## src/rtl/card_shoe.sv

```systemverilog
// card_shoe: single 52-card blackjack shoe, one card per draw request, no repeats until refilled.
// Build with SCRIPTED_DECK_EN defined to deal a fixed 8-card script instead of the LFSR shoe.
module card_shoe #(
  parameter logic [15:0] SEED           = 16'hACE1,
  parameter bit          AUTO_RESHUFFLE = 1'b1
) (
  input  logic       clk,
  input  logic       reset,
  input  logic       req,
  input  logic       shuffle,
  output logic       card_valid,
  output logic [5:0] card_value,
  output logic [3:0] card_rank,
  output logic [1:0] card_suit,
  output logic       busy,
  output logic [5:0] cards_left,
  output logic       reshuffled
);
  typedef enum logic [1:0] {IDLE = 2'd0, PROBE = 2'd1, DELIVER = 2'd2} state_t;

  state_t      state_r, state_s;
  logic [15:0] lfsr_r;
  logic [5:0]  cand_s;
  logic [5:0]  idx_r, idx_s;
  logic [51:0] mask_r, mask_s;
  logic [5:0]  left_r, left_s;
  logic [3:0]  pend_rank_r, pend_rank_s;
  logic [1:0]  pend_suit_r, pend_suit_s;
  logic [5:0]  pend_value_r, pend_value_s;
  logic [3:0]  rank_r, rank_s;
  logic [1:0]  suit_r, suit_s;
  logic [5:0]  value_r, value_s;
  logic        valid_r, valid_s;
  logic        busy_r, busy_s;
  logic        resh_r, resh_s;
`ifdef SCRIPTED_DECK_EN
  logic [2:0]  ptr_r, ptr_s;
`endif

  function automatic logic [1:0] suit_of(input logic [5:0] idx);
    logic [1:0] s;
    if (idx >= 6'd39) s = 2'd3;
    else if (idx >= 6'd26) s = 2'd2;
    else if (idx >= 6'd13) s = 2'd1;
    else s = 2'd0;
    return s;
  endfunction

  function automatic logic [3:0] rank_of(input logic [5:0] idx);
    return 4'(idx - (6'd13 * {4'd0, suit_of(idx)}) + 6'd1);
  endfunction

  function automatic logic [5:0] value_of(input logic [3:0] rank);
    logic [5:0] v;
    if (rank == 4'd1) v = 6'd11;
    else if (rank >= 4'd11) v = 6'd10;
    else v = {2'b00, rank};
    return v;
  endfunction

`ifdef SCRIPTED_DECK_EN
  function automatic logic [5:0] script_value(input logic [2:0] ptr);
    logic [5:0] v;
    case (ptr)
      3'd0:    v = 6'd10;
      3'd1:    v = 6'd8;
      3'd2:    v = 6'd4;
      3'd3:    v = 6'd10;
      3'd4:    v = 6'd8;
      3'd5:    v = 6'd2;
      3'd6:    v = 6'd10;
      3'd7:    v = 6'd11;
      default: v = 6'd10;
    endcase
    return v;
  endfunction

  function automatic logic [3:0] script_rank(input logic [2:0] ptr);
    return (script_value(ptr) == 6'd11) ? 4'd1 : 4'(script_value(ptr));
  endfunction
`endif

  // First probe slot: low LFSR bits folded into 0..51
  assign cand_s = (lfsr_r[5:0] >= 6'd52) ? (lfsr_r[5:0] - 6'd52) : lfsr_r[5:0];

  // Free-running Galois LFSR that supplies the pseudo-random draw order
  always_ff @(posedge clk) begin
    if (reset) lfsr_r <= SEED;
    else       lfsr_r <= {1'b0, lfsr_r[15:1]} ^ (lfsr_r[0] ? 16'hB400 : 16'h0000);
  end

  // Next-state and bookkeeping; shuffle overrides everything, including a draw in flight
  always_comb begin
    state_s      = state_r;
    idx_s        = idx_r;
    mask_s       = mask_r;
    left_s       = left_r;
    pend_rank_s  = pend_rank_r;
    pend_suit_s  = pend_suit_r;
    pend_value_s = pend_value_r;
    rank_s       = rank_r;
    suit_s       = suit_r;
    value_s      = value_r;
    valid_s      = 1'b0;
    busy_s       = busy_r;
    resh_s       = 1'b0;
`ifdef SCRIPTED_DECK_EN
    ptr_s        = ptr_r;
`endif
    if (shuffle) begin
      state_s = IDLE;
      mask_s  = 52'd0;
      left_s  = 6'd52;
      busy_s  = 1'b0;
      resh_s  = 1'b1;
`ifdef SCRIPTED_DECK_EN
      ptr_s   = 3'd0;
`endif
    end else begin
      case (state_r)
        IDLE: begin
          if (req && (left_r != 6'd0)) begin
            idx_s   = cand_s;
            busy_s  = 1'b1;
            state_s = PROBE;
          end else if (req && AUTO_RESHUFFLE) begin
            mask_s  = 52'd0;
            left_s  = 6'd52;
            resh_s  = 1'b1;
            idx_s   = cand_s;
            busy_s  = 1'b1;
            state_s = PROBE;
          end else begin
            state_s = IDLE;
          end
        end
        PROBE: begin
`ifdef SCRIPTED_DECK_EN
          pend_value_s = script_value(ptr_r);
          pend_rank_s  = script_rank(ptr_r);
          pend_suit_s  = 2'd0;
          ptr_s        = ptr_r + 3'd1;
          left_s       = left_r - 6'd1;
          state_s      = DELIVER;
`else
          if (!mask_r[idx_r]) begin
            mask_s[idx_r] = 1'b1;
            left_s        = left_r - 6'd1;
            pend_suit_s   = suit_of(idx_r);
            pend_rank_s   = rank_of(idx_r);
            pend_value_s  = value_of(rank_of(idx_r));
            state_s       = DELIVER;
          end else begin
            // Linear probe to the next slot, wrapping past the last card
            idx_s = (idx_r == 6'd51) ? 6'd0 : (idx_r + 6'd1);
          end
`endif
        end
        DELIVER: begin
          valid_s = 1'b1;
          busy_s  = 1'b0;
          rank_s  = pend_rank_r;
          suit_s  = pend_suit_r;
          value_s = pend_value_r;
          state_s = IDLE;
        end
        default: begin
          busy_s  = 1'b0;
          state_s = IDLE;
        end
      endcase
    end
  end

  // State register and registered outputs
  always_ff @(posedge clk) begin
    if (reset) begin
      state_r      <= IDLE;
      idx_r        <= 6'd0;
      mask_r       <= 52'd0;
      left_r       <= 6'd52;
      pend_rank_r  <= 4'd0;
      pend_suit_r  <= 2'd0;
      pend_value_r <= 6'd0;
      rank_r       <= 4'd0;
      suit_r       <= 2'd0;
      value_r      <= 6'd0;
      valid_r      <= 1'b0;
      busy_r       <= 1'b0;
      resh_r       <= 1'b0;
`ifdef SCRIPTED_DECK_EN
      ptr_r        <= 3'd0;
`endif
    end else begin
      state_r      <= state_s;
      idx_r        <= idx_s;
      mask_r       <= mask_s;
      left_r       <= left_s;
      pend_rank_r  <= pend_rank_s;
      pend_suit_r  <= pend_suit_s;
      pend_value_r <= pend_value_s;
      rank_r       <= rank_s;
      suit_r       <= suit_s;
      value_r      <= value_s;
      valid_r      <= valid_s;
      busy_r       <= busy_s;
      resh_r       <= resh_s;
`ifdef SCRIPTED_DECK_EN
      ptr_r        <= ptr_s;
`endif
    end
  end

  assign card_valid = valid_r;
  assign card_value = value_r;
  assign card_rank  = rank_r;
  assign card_suit  = suit_r;
  assign busy       = busy_r;
  assign cards_left = left_r;
  assign reshuffled = resh_r;

endmodule
```

## config.mk

```make
export PLATFORM = sky130hd
export DESIGN_NAME = card_shoe
export DESIGN_NICKNAME = d
export VERILOG_FILES = /design/src/rtl/card_shoe.sv
export SDC_FILE = /design/constraint.sdc
export NUM_CORES = 1
export LEC_CHECK = 0
export CORE_ASPECT_RATIO = 0.6
export CORE_MARGIN = 5
export CORE_UTILIZATION = 61
export DETAILED_ROUTE_END_ITERATION = 6
export PLACE_DENSITY = 0.88
export SLEW_MARGIN = 40
export SYNTH_ARGS = -nofsm -noshare
export SYNTH_HDL_FRONTEND = slang
export SYNTH_SLANG_ARGS = --single-unit
export TNS_END_PERCENT = 10
```

## constraint.sdc

```tcl
create_clock -name clk -period 5.3 [get_ports clk]
set_input_delay 1.325 -clock clk [delete_from_list [all_inputs] [get_ports clk]]
set_output_delay 1.325 -clock clk [all_outputs]
set_load 0.02 [all_outputs]
```

# Yosys cells after proc, flatten, opt, wreduce, memory -nomap -nowiden
# Cells that the tools add are included.
# word_totals
out_inout_bits	21
word_cells	91
regBits	109
# classes
mul	1
n_addsub	5
reduce_logical	11
bitwise	5
n_mux	39
n_lt_le_gt_ge	7
eq_ne	9
# op_table
op	n
52-bit two-way mux	3
52-bit one-hot mux with 2 select lines	1
52-bit OR	1
6-bit two-way mux	8
6-bit one-hot mux with 2 select lines	2
16-bit two-way mux	1
15-bit by 16-bit XOR with 16-bit output	1
6-bit greater-or-equal comparator, second input constant	2
1-bit two-way mux	12
2-bit two-way mux	6
4-bit two-way mux	2
2-bit != test, second input constant	4
4-bit AND reduction	2
6-bit by 7-bit less-than comparator with 1-bit output, second input constant	1
6-bit by 1-bit adder with 6-bit output, second input constant	1
1-bit binary-select mux with 6-bit select	1
1-bit demux with 6-bit select	1
6-bit == test, second input constant	1
6-bit by 1-bit greater-or-equal comparator with 1-bit output, second input constant	1
6-bit by 4-bit greater-or-equal comparator with 1-bit output, second input constant	1
6-bit by 5-bit greater-or-equal comparator with 1-bit output, second input constant	1
6-bit nonzero test	1
6-bit by 1-bit subtractor with 6-bit output, second input constant	1
6-bit subtractor, second input constant	1
17 further kinds	21

# Depth between registers and ports, before layout
# Gate-level depths: netlist of run 1.
# depth
word_depth	13
depth_mapped	17
depth_no_buf	15

# Least setup slack after synthesis of run 1
# Ideal clock, no wire load.
# synth_path
path_type	reg2reg
from	register idx_r[2]
to	register pend_value_r[1]
slack_ns	1.906
path_stages_with_launch	17
arrival_time_ns	3.324
path_cell_list	dfxtp_1 -> buf_4 -> buf_4 -> buf_2 -> a211o_1 -> nand2_1 -> a21boi_0 -> inv_1 -> ha_1 -> inv_1 -> fa_1 -> xnor2_1 -> xnor2_1 -> xnor2_1 -> mux2i_1 -> o21ai_1 -> a21oi_1
# synth_between
elab_chain_len	13
word_cells_on_any_way	20
cone_classes	add/sub (2); mul (1); order compare (4); eq/ne (1); mux (10); bitwise (1); reduce/logical (1)
# synth_rtl
element	line_no	text
from (decl)	24	logic [5:0] idx_r, idx_s;
from (signal assigned)	196	idx_r <= idx_s;
6-bit by 4-bit greater-or-equal comparator with 1-bit output	44	else if (idx >= 6'd13) s = 2'd1;
1-bit two-way mux	44	
2-bit two-way mux	43	else if (idx >= 6'd26) s = 2'd2;
2-bit two-way mux	42	if (idx >= 6'd39) s = 2'd3;
2-bit two-way mux	146	if (!mask_r[idx_r]) begin
2-bit two-way mux	120	case (state_r)
2-bit two-way mux	110	if (shuffle) begin
4-bit by 2-bit multiplier with 4-bit output	50	return 4'(idx - (6'd13 * {4'd0, suit_of(idx)}) + 6'd1);
4-bit subtractor	50	
4-bit by 1-bit adder with 4-bit output	50	
4-bit greater-or-equal comparator	56	else if (rank >= 4'd11) v = 6'd10;
4-bit two-way mux	56	
4-bit two-way mux	55	if (rank == 4'd1) v = 6'd11;
to (signal assigned)	201	pend_value_r <= pend_value_s;
to (decl)	29	logic [5:0] pend_value_r, pend_value_s;
# Several ways; a longest one is shown, not always the timed one. The select of a mux whose other input is x is not followed.
# A chain may end at the register's enable or synchronous reset.

# Final worst setup path of run 1
# layout_path
from	register idx_r[3]
to	register pend_value_r[0]
# Same word-level chain as after synthesis.

==> impl_results.md, run 1 <==
- Status: finished, final reports clean
- PortBufs: 22
- Post-synthesis cell type count: 60
- CTS tree: done
- Worst r2r path cells: 14
- Core ar.: 0.00736 mm2
- Most common cell after layout, fill and taps aside: dfxtp_1
- Crit Path Max Fanout: 21
- Post-synth EDFFs: 0
- Number of post-CTS setup repair buffers: 0
- Pre-CTS setup slack: 1.24 ns
- HPWL after detailed placement: 7490 um
- Power per Cell Area: 318 mW/mm2
- Placed standard-cell area: 0.00490 mm2
- Final wirelength: 10,900 um
- RD Place Congestion: 0.911
- Worst Hold Path EP: lfsr_r[5]$_SDFF_PP1_
- Total Power: 1.65 mW
- DR WL/cell: 17.1 um
- Layout cell share with drive strength beyond 1: 0.0938
- Pre-antenna DRT Iters: 6
- Ys Warns: 0
- Ys async rst share: 0
- Initial DRC Count: 585
- Vias in the first global route: 3,696
- Max transition margin: 0.436
- Final TNS setup: 0 ns
- Clk buf depth: 2
- Final Setup Violations: 0
- Worst reg2reg path endpoint: pend_value_r[0]$_SDFFE_PP0P_
- Die extent in x: 123 um
- TritonCTS Sinks: 105
- MaxCap Viol Count: 0
- Post-synthesis sequential area ratio: 0.451
- Clk_lat worst skew: 0.35 ns
- Global-route wire length before repair: 18,300 um
- RSZ-0062 raised after global routing: no
- DR vias/cell: 6.02
- I/O pins: 25
- Main synth FF type: dfxtp_1
- Total GRT Usage: 0.242
- Largest net degree at the start of global routing: 48
- H-Tree Depth: 3
- Final period demand of the worst path: 4.13 ns
- Core Rows: 24
- Clk slew on worst S/H paths: 0.07 ns
- Initial antenna violation count: 0
- Worst r2r src: idx_r[3]$_SDFFE_PP0P_
- Vias: 3,833
- Worst Hold Class: flip-flop to flip-flop
- Cell Area, Synth: 0.00467 mm2
- Slew Viols, Final: 0
- Initial Utilization: 0.634
- Final critical-path share of the clock period: 0.780
- WHS Path Cells: 1
- Nature of the critical path endpoint: flip-flop
- Main area contributors after synthesis: dfxtp_1 (45%), o21ai_0 (6.5%), nand2_1 (6.3%)
- Post-route ant nets: 0
- Final Hold Viols: 0
- Hold-fix buffers, CTS: 0
- Fin util: 0.704
- Number of buffers created by CTS: 9
- Cells after synthesis: 522
- Post_cts resized: 0
- CP Class: flip-flop to flip-flop
- N_diodes: 0
- Startpoint types: flip-flop
- Flops & latches, synth: 105
- Static leakage: 1.84 nW
- Maximum operating frequency: 242 MHz
- Non-Filler Instances: 637
- CP required: 5.53 ns
- Yosys top cell area share: 0.451
- Die area: 0.00956 mm2
- Final Net Count: 544
- PnR worst setup slack: 1.17 ns
- Crit path DAT: 4.36 ns
- Fin area: 0.00518 mm2
- Placed insts: 621
- Peak supply drop: 0.000202 V
- Hold WS: 0.406 ns
- Chip height: 77.7 um
- Root buffer cell: clkbuf_16
- Area added between synthesis and finish: 11.0%
- Total gr overflow: 0
- Avg Inst Size Synth: 8.94 um2
- Hold Startpoint: lfsr_r[6]$_SDFF_PP1_
- Residual DRC: 0
- Final Skew: 0.00818 ns
- Worst-margin pin slew: 0.845 ns
- Reg2reg setup slack: 1.17 ns
- Largest area contributor in the netlist: dfxtp_1
- Most frequent cells in the layout: dfxtp_1 (105), nand2_1 (78), o21ai_0 (60)
logic make-up after synthesis:
family | after synthesis | synth area share
compound gates | 115 | 0.153
xor+xnor | 9 | 0.0169
fa+ha+maj | 12 | 0.0338
buf+inv | 50 | 0.0488
flops | 105 | 0.451
mux | 36 | 0.0863
other cells | 1 | 0.000804
simple gates | 194 | 0.210
critical path, stage by stage (launching register included):
cell and delay, ns:
dfxtp_1 0.87, nand2_1 0.27, o21bai_1 0.28, inv_1 0.11, a21boi_0 0.40, inv_1 0.09
ha_1 0.32, inv_1 0.06, fa_1 0.42, xnor2_1 0.22, xnor2_1 0.12, xnor2_1 0.39
a21boi_0 0.22, mux2i_1 0.18, nor2_1 0.06
power by group:
group	leakage, nW	total, mW	internal (mW)	switching, mW
registers	0.852	0.832	0.806	0.0262
logic	0.856	0.197	0.0767	0.121
clock network	0.133	0.619	0.322	0.298
total	1.84	1.65	1.20	0.445
metal layers:
layer / wire length [um] / GRT usage / part of all wire / vias to the layer above
li1: - / - / - / 1819
met1: 4950 / 0.343 / 0.46 / 1800
met2: 4620 / 0.343 / 0.42 / 191
met3: 1090 / 0.0850 / 0.10 / 23
met4: 208 / 0.0816 / 0.019 / 0
met5: 0 / 0 / 0 / -
how the worst max path moves through the flow:
stage                                     start                      endpoint  slack [ns]  depth (start not counted)
after floorplan           idx_r[2]$_SDFFE_PP0P_  pend_value_r[1]$_SDFFE_PP0P_        1.91                         16
after global placement    idx_r[1]$_SDFFE_PP0P_  pend_value_r[0]$_SDFFE_PP0P_        1.46                         15
after detailed placement  idx_r[1]$_SDFFE_PP0P_  pend_value_r[0]$_SDFFE_PP0P_        1.24                         15
after CTS                 idx_r[3]$_SDFFE_PP0P_  pend_value_r[0]$_SDFFE_PP0P_        1.22                         14
after global routing      idx_r[1]$_SDFFE_PP0P_  pend_value_r[0]$_SDFFE_PP0P_        0.76                         15
final                     idx_r[3]$_SDFFE_PP0P_  pend_value_r[0]$_SDFFE_PP0P_        1.17                         14
synth_stat cells (all sizes together) (2+ instances only):
master / n
a31oi: 7
or2: 8
nand2b: 8
xnor2: 9
a2111oi: 2
ha: 11
nand2: 78
o31ai: 5
nand4: 2
inv: 16
and2: 3
a221oi: 2
a22oi: 5
a221o: 2
nor3: 10
mux2i: 29
and4: 2
o21ai: 63
clkbuf: 21
nor2: 43
nor4: 4
a21oi: 11
nor2b: 11
a21boi: 2
buf: 13
nand4b: 2
a211oi: 5
dfxtp: 105
o311ai: 3
and3: 3
nand3b: 2
mux2: 4
nand3: 13
mux4: 3
flip-flops by register name, indices dropped and copies added (netlist names):
signal	cells
mask_r	52
busy	1
cards_left	6
idx_r	6
pend_value_r	4
pend_rank_r	4
card_value	4
card_valid	1
reshuffled	1
pend_suit_r	2
card_suit	2
state_r	2
lfsr_r	16
card_rank	4
layout make-up:
class / instances / area [um2]
Multi-Input combinational cell: 368 / 2350
Clock inverter: 7 / 51.3
Inverter: 16 / 60.1
Fill cell: 570 / 2180
Tap cell: 104 / 130
Sequential cell: 105 / 2100
Timing Repair Buffer: 28 / 265
Clock buffer: 9 / 225
Power figures use the tool's default switching activity.
==> run 2, diff against run 1 <==
- CORE_UTILIZATION: 61 -> 54
- PLACE_DENSITY: 0.88 -> 0.83
- clock period: 5.3 -> 3.7 ns (I/O delays scaled with it)
==> run 2 against run 1 <==
  * Clock skew is essentially flat
  * Flip-flop and latch count is the same
  * Worst hold slack gained 0.0087 ns
  * Die area grew 12%
  * Maximum frequency grew 27%
  * Critical path depth is the same
  * Cell area grew 1.9%
  * Via count grew 1.0%
  * Largest cell class unchanged
  * Highest routed layer unchanged
==> impl_results.md, run 2 (synthesized netlist as in run 1, its figures left out) <==
- P_sw: 0.663 mW
- MaxCap Viol Count: 0
- Register name with the most flops: mask_r
- Worst Hold Path EP: lfsr_r[7]$_SDFF_PP1_
- Sw Ratio: 0.275
- Nature of the critical path endpoint: flip-flop
- Peak supply drop: 0.000315 V
- Worst reg2reg path endpoint: pend_value_r[1]$_SDFFE_PP0P_
- Final Net Count: 552
- Pre-antenna DRT Iters: 5
- Most common cell after layout, fill and taps aside: dfxtp_1
- Logic pwr share: 0.132
- WHS Path Cells: 1
- Number of post-CTS setup repair buffers: 0
- Slowest CP cell: fa_1
- Initial DRC Count: 498
- H-Tree Depth: 3
- Hold Startpoint: lfsr_r[8]$_SDFF_PP0_
- Number of buffers created by CTS: 9
- Core Rows: 26
- Initial Utilization: 0.552
- Final Skew: 0.00774 ns
- Reg2reg setup slack: 0.45 ns
- Flop pwr share: 0.486
- Slew Viols, Final: 0
- Area added between synthesis and finish: 13.2%
- Startpoint types: flip-flop
- Clk slew on worst S/H paths: 0.07 ns
- Power per Cell Area: 457 mW/mm2
- Hold-fix buffers, CTS: 0
- Worst Hold Class: flip-flop to flip-flop
- Crit Path Max Fanout: 5
- Post-route ant nets: 0
- Clock share of power: 0.382
- RD Place Congestion: 0.947
- Worst Path Buf+Inv: 2
- Largest register FFs: 52
- I/O pins: 25
- Biggest registers after layout: mask_r: 52 flops, lfsr_r: 16 flops
- Post_cts resized: 0
- N_diodes: 0
- CP required: 3.99 ns
- Static leakage: 1.90 nW
- Clk buf depth: 2
- Worst-path cell chain: ha_1, a211o_1, nand2_1, a21boi_0, inv_1, ha_1, inv_1, fa_1, xnor2_1, xnor2_1, xnor2_2, mux2i_1, o21ai_1, a21oi_1
- Final Setup Violations: 0
- Layout cell share with drive strength beyond 1: 0.107
- Crit path DAT: 3.54 ns
- DR WL/cell: 17.0 um
- CP max stage delay: 0.43 ns
- Residual DRC: 0
- Vias in the first global route: 3,701
- Worst r2r src: idx_r[0]$_SDFFE_PP0P_
- Total GRT Usage: 0.226
- Max transition margin: 0.519
- Crit path depth: 14
- Global-route wire length before repair: 18,700 um
- Final wirelength: 11,100 um
- Maximum operating frequency: 307 MHz
- TritonCTS Sinks: 105
- DR vias/cell: 5.93
- PortBufs: 22
- Final period demand of the worst path: 3.25 ns
- Worst-margin pin slew: 0.714 ns
- Cell family with most CP delay: adder cells
- RSZ-0062 raised after global routing: no
- Clk_lat worst skew: 0.35 ns
- Largest net degree at the start of global routing: 67
- Core ar.: 0.00846 mm2
- Fill count: 714
- Final Hold Viols: 0
- Die area: 0.0107 mm2
- Worst r2r path cells: 14
- Vias: 3,872
- Final critical-path share of the clock period: 0.880
- Int Power: 1.75 mW
- Status: finished, final reports clean
- Total gr overflow: 0
- Most frequent cells in the layout: dfxtp_1 (105), nand2_1 (78), o21ai_0 (61)
- Chip height: 82 um
- CP Class: flip-flop to flip-flop
- CTS tree: done
- Root buffer cell: clkbuf_16
- HPWL after detailed placement: 7920 um
- Hold WS: 0.415 ns
- Final TNS setup: 0 ns
- Total Power: 2.41 mW
- Initial antenna violation count: 0
- Die extent in x: 130 um
run 2: worst max-delay path by stage:
stage / from / endpoint / slack, ns
4_1_cts: idx_r[0]$_SDFFE_PP0P_ / pend_value_r[0]$_SDFFE_PP0P_ / 0.35
2_1_floorplan: idx_r[2]$_SDFFE_PP0P_ / pend_value_r[1]$_SDFFE_PP0P_ / 0.31
3_3_place_gp: idx_r[0]$_SDFFE_PP0P_ / pend_value_r[1]$_SDFFE_PP0P_ / 0.53
5_1_grt: idx_r[0]$_SDFFE_PP0P_ / pend_value_r[0]$_SDFFE_PP0P_ / 0.09
6_report: idx_r[0]$_SDFFE_PP0P_ / pend_value_r[1]$_SDFFE_PP0P_ / 0.45
3_5_place_dp: idx_r[0]$_SDFFE_PP0P_ / pend_value_r[1]$_SDFFE_PP0P_ / 0.37
run 2: power by group through the flow:
stage,logic (mW),clock network (mW),registers [mW]
floorplan,0.234,0,1.20
global placement,0.290,0,1.20
detailed placement,0.304,0,1.20
CTS,0.307,0.936,1.17
global route,0.352,0.985,1.17
finish,0.319,0.923,1.17
run 2: routing by layer:
metal	vias to the layer above	GRT usage	share of wire
li1	1835	-	-
met1	1836	0.321	0.47
met2	175	0.330	0.42
met3	26	0.0676	0.093
met4	0	0.0695	0.017
met5	-	0	0
run 2: per-stage QoR:
step	setup slack, ns	utilization	std cells	cell area [um2]
after floorplan	0.306	-	523	4670
after global placement	0.526	0.589	637	4980
after detailed placement	0.367	0.589	637	4980
after CTS	0.351	0.624	653	5270
after global routing	0.0935	0.624	653	5280
final	0.446	0.624	653	5280
run 2: worst register-to-register path, cell delays in order, from the launching register on:
cell      delay [ns]
dfxtp_1         0.35
ha_1            0.26
a211o_1         0.30
nand2_1         0.08
a21boi_0        0.24
inv_1           0.07
ha_1            0.32
inv_1           0.07
fa_1            0.43
xnor2_1         0.19
xnor2_1         0.13
xnor2_2         0.30
mux2i_1         0.22
o21ai_1         0.07
a21oi_1         0.14
run 2: final cells by class:
type                    instances  area (um2)  area share
repair buffers                 36         338      0.0640
well taps                     112         140      0.0265
flip-flops and latches        105        2100       0.398
multi-input cells             368        2350       0.445
clock inverters                 7        63.8      0.0121
inverters                      16        60.1      0.0114
clock buffers                   9         225      0.0426
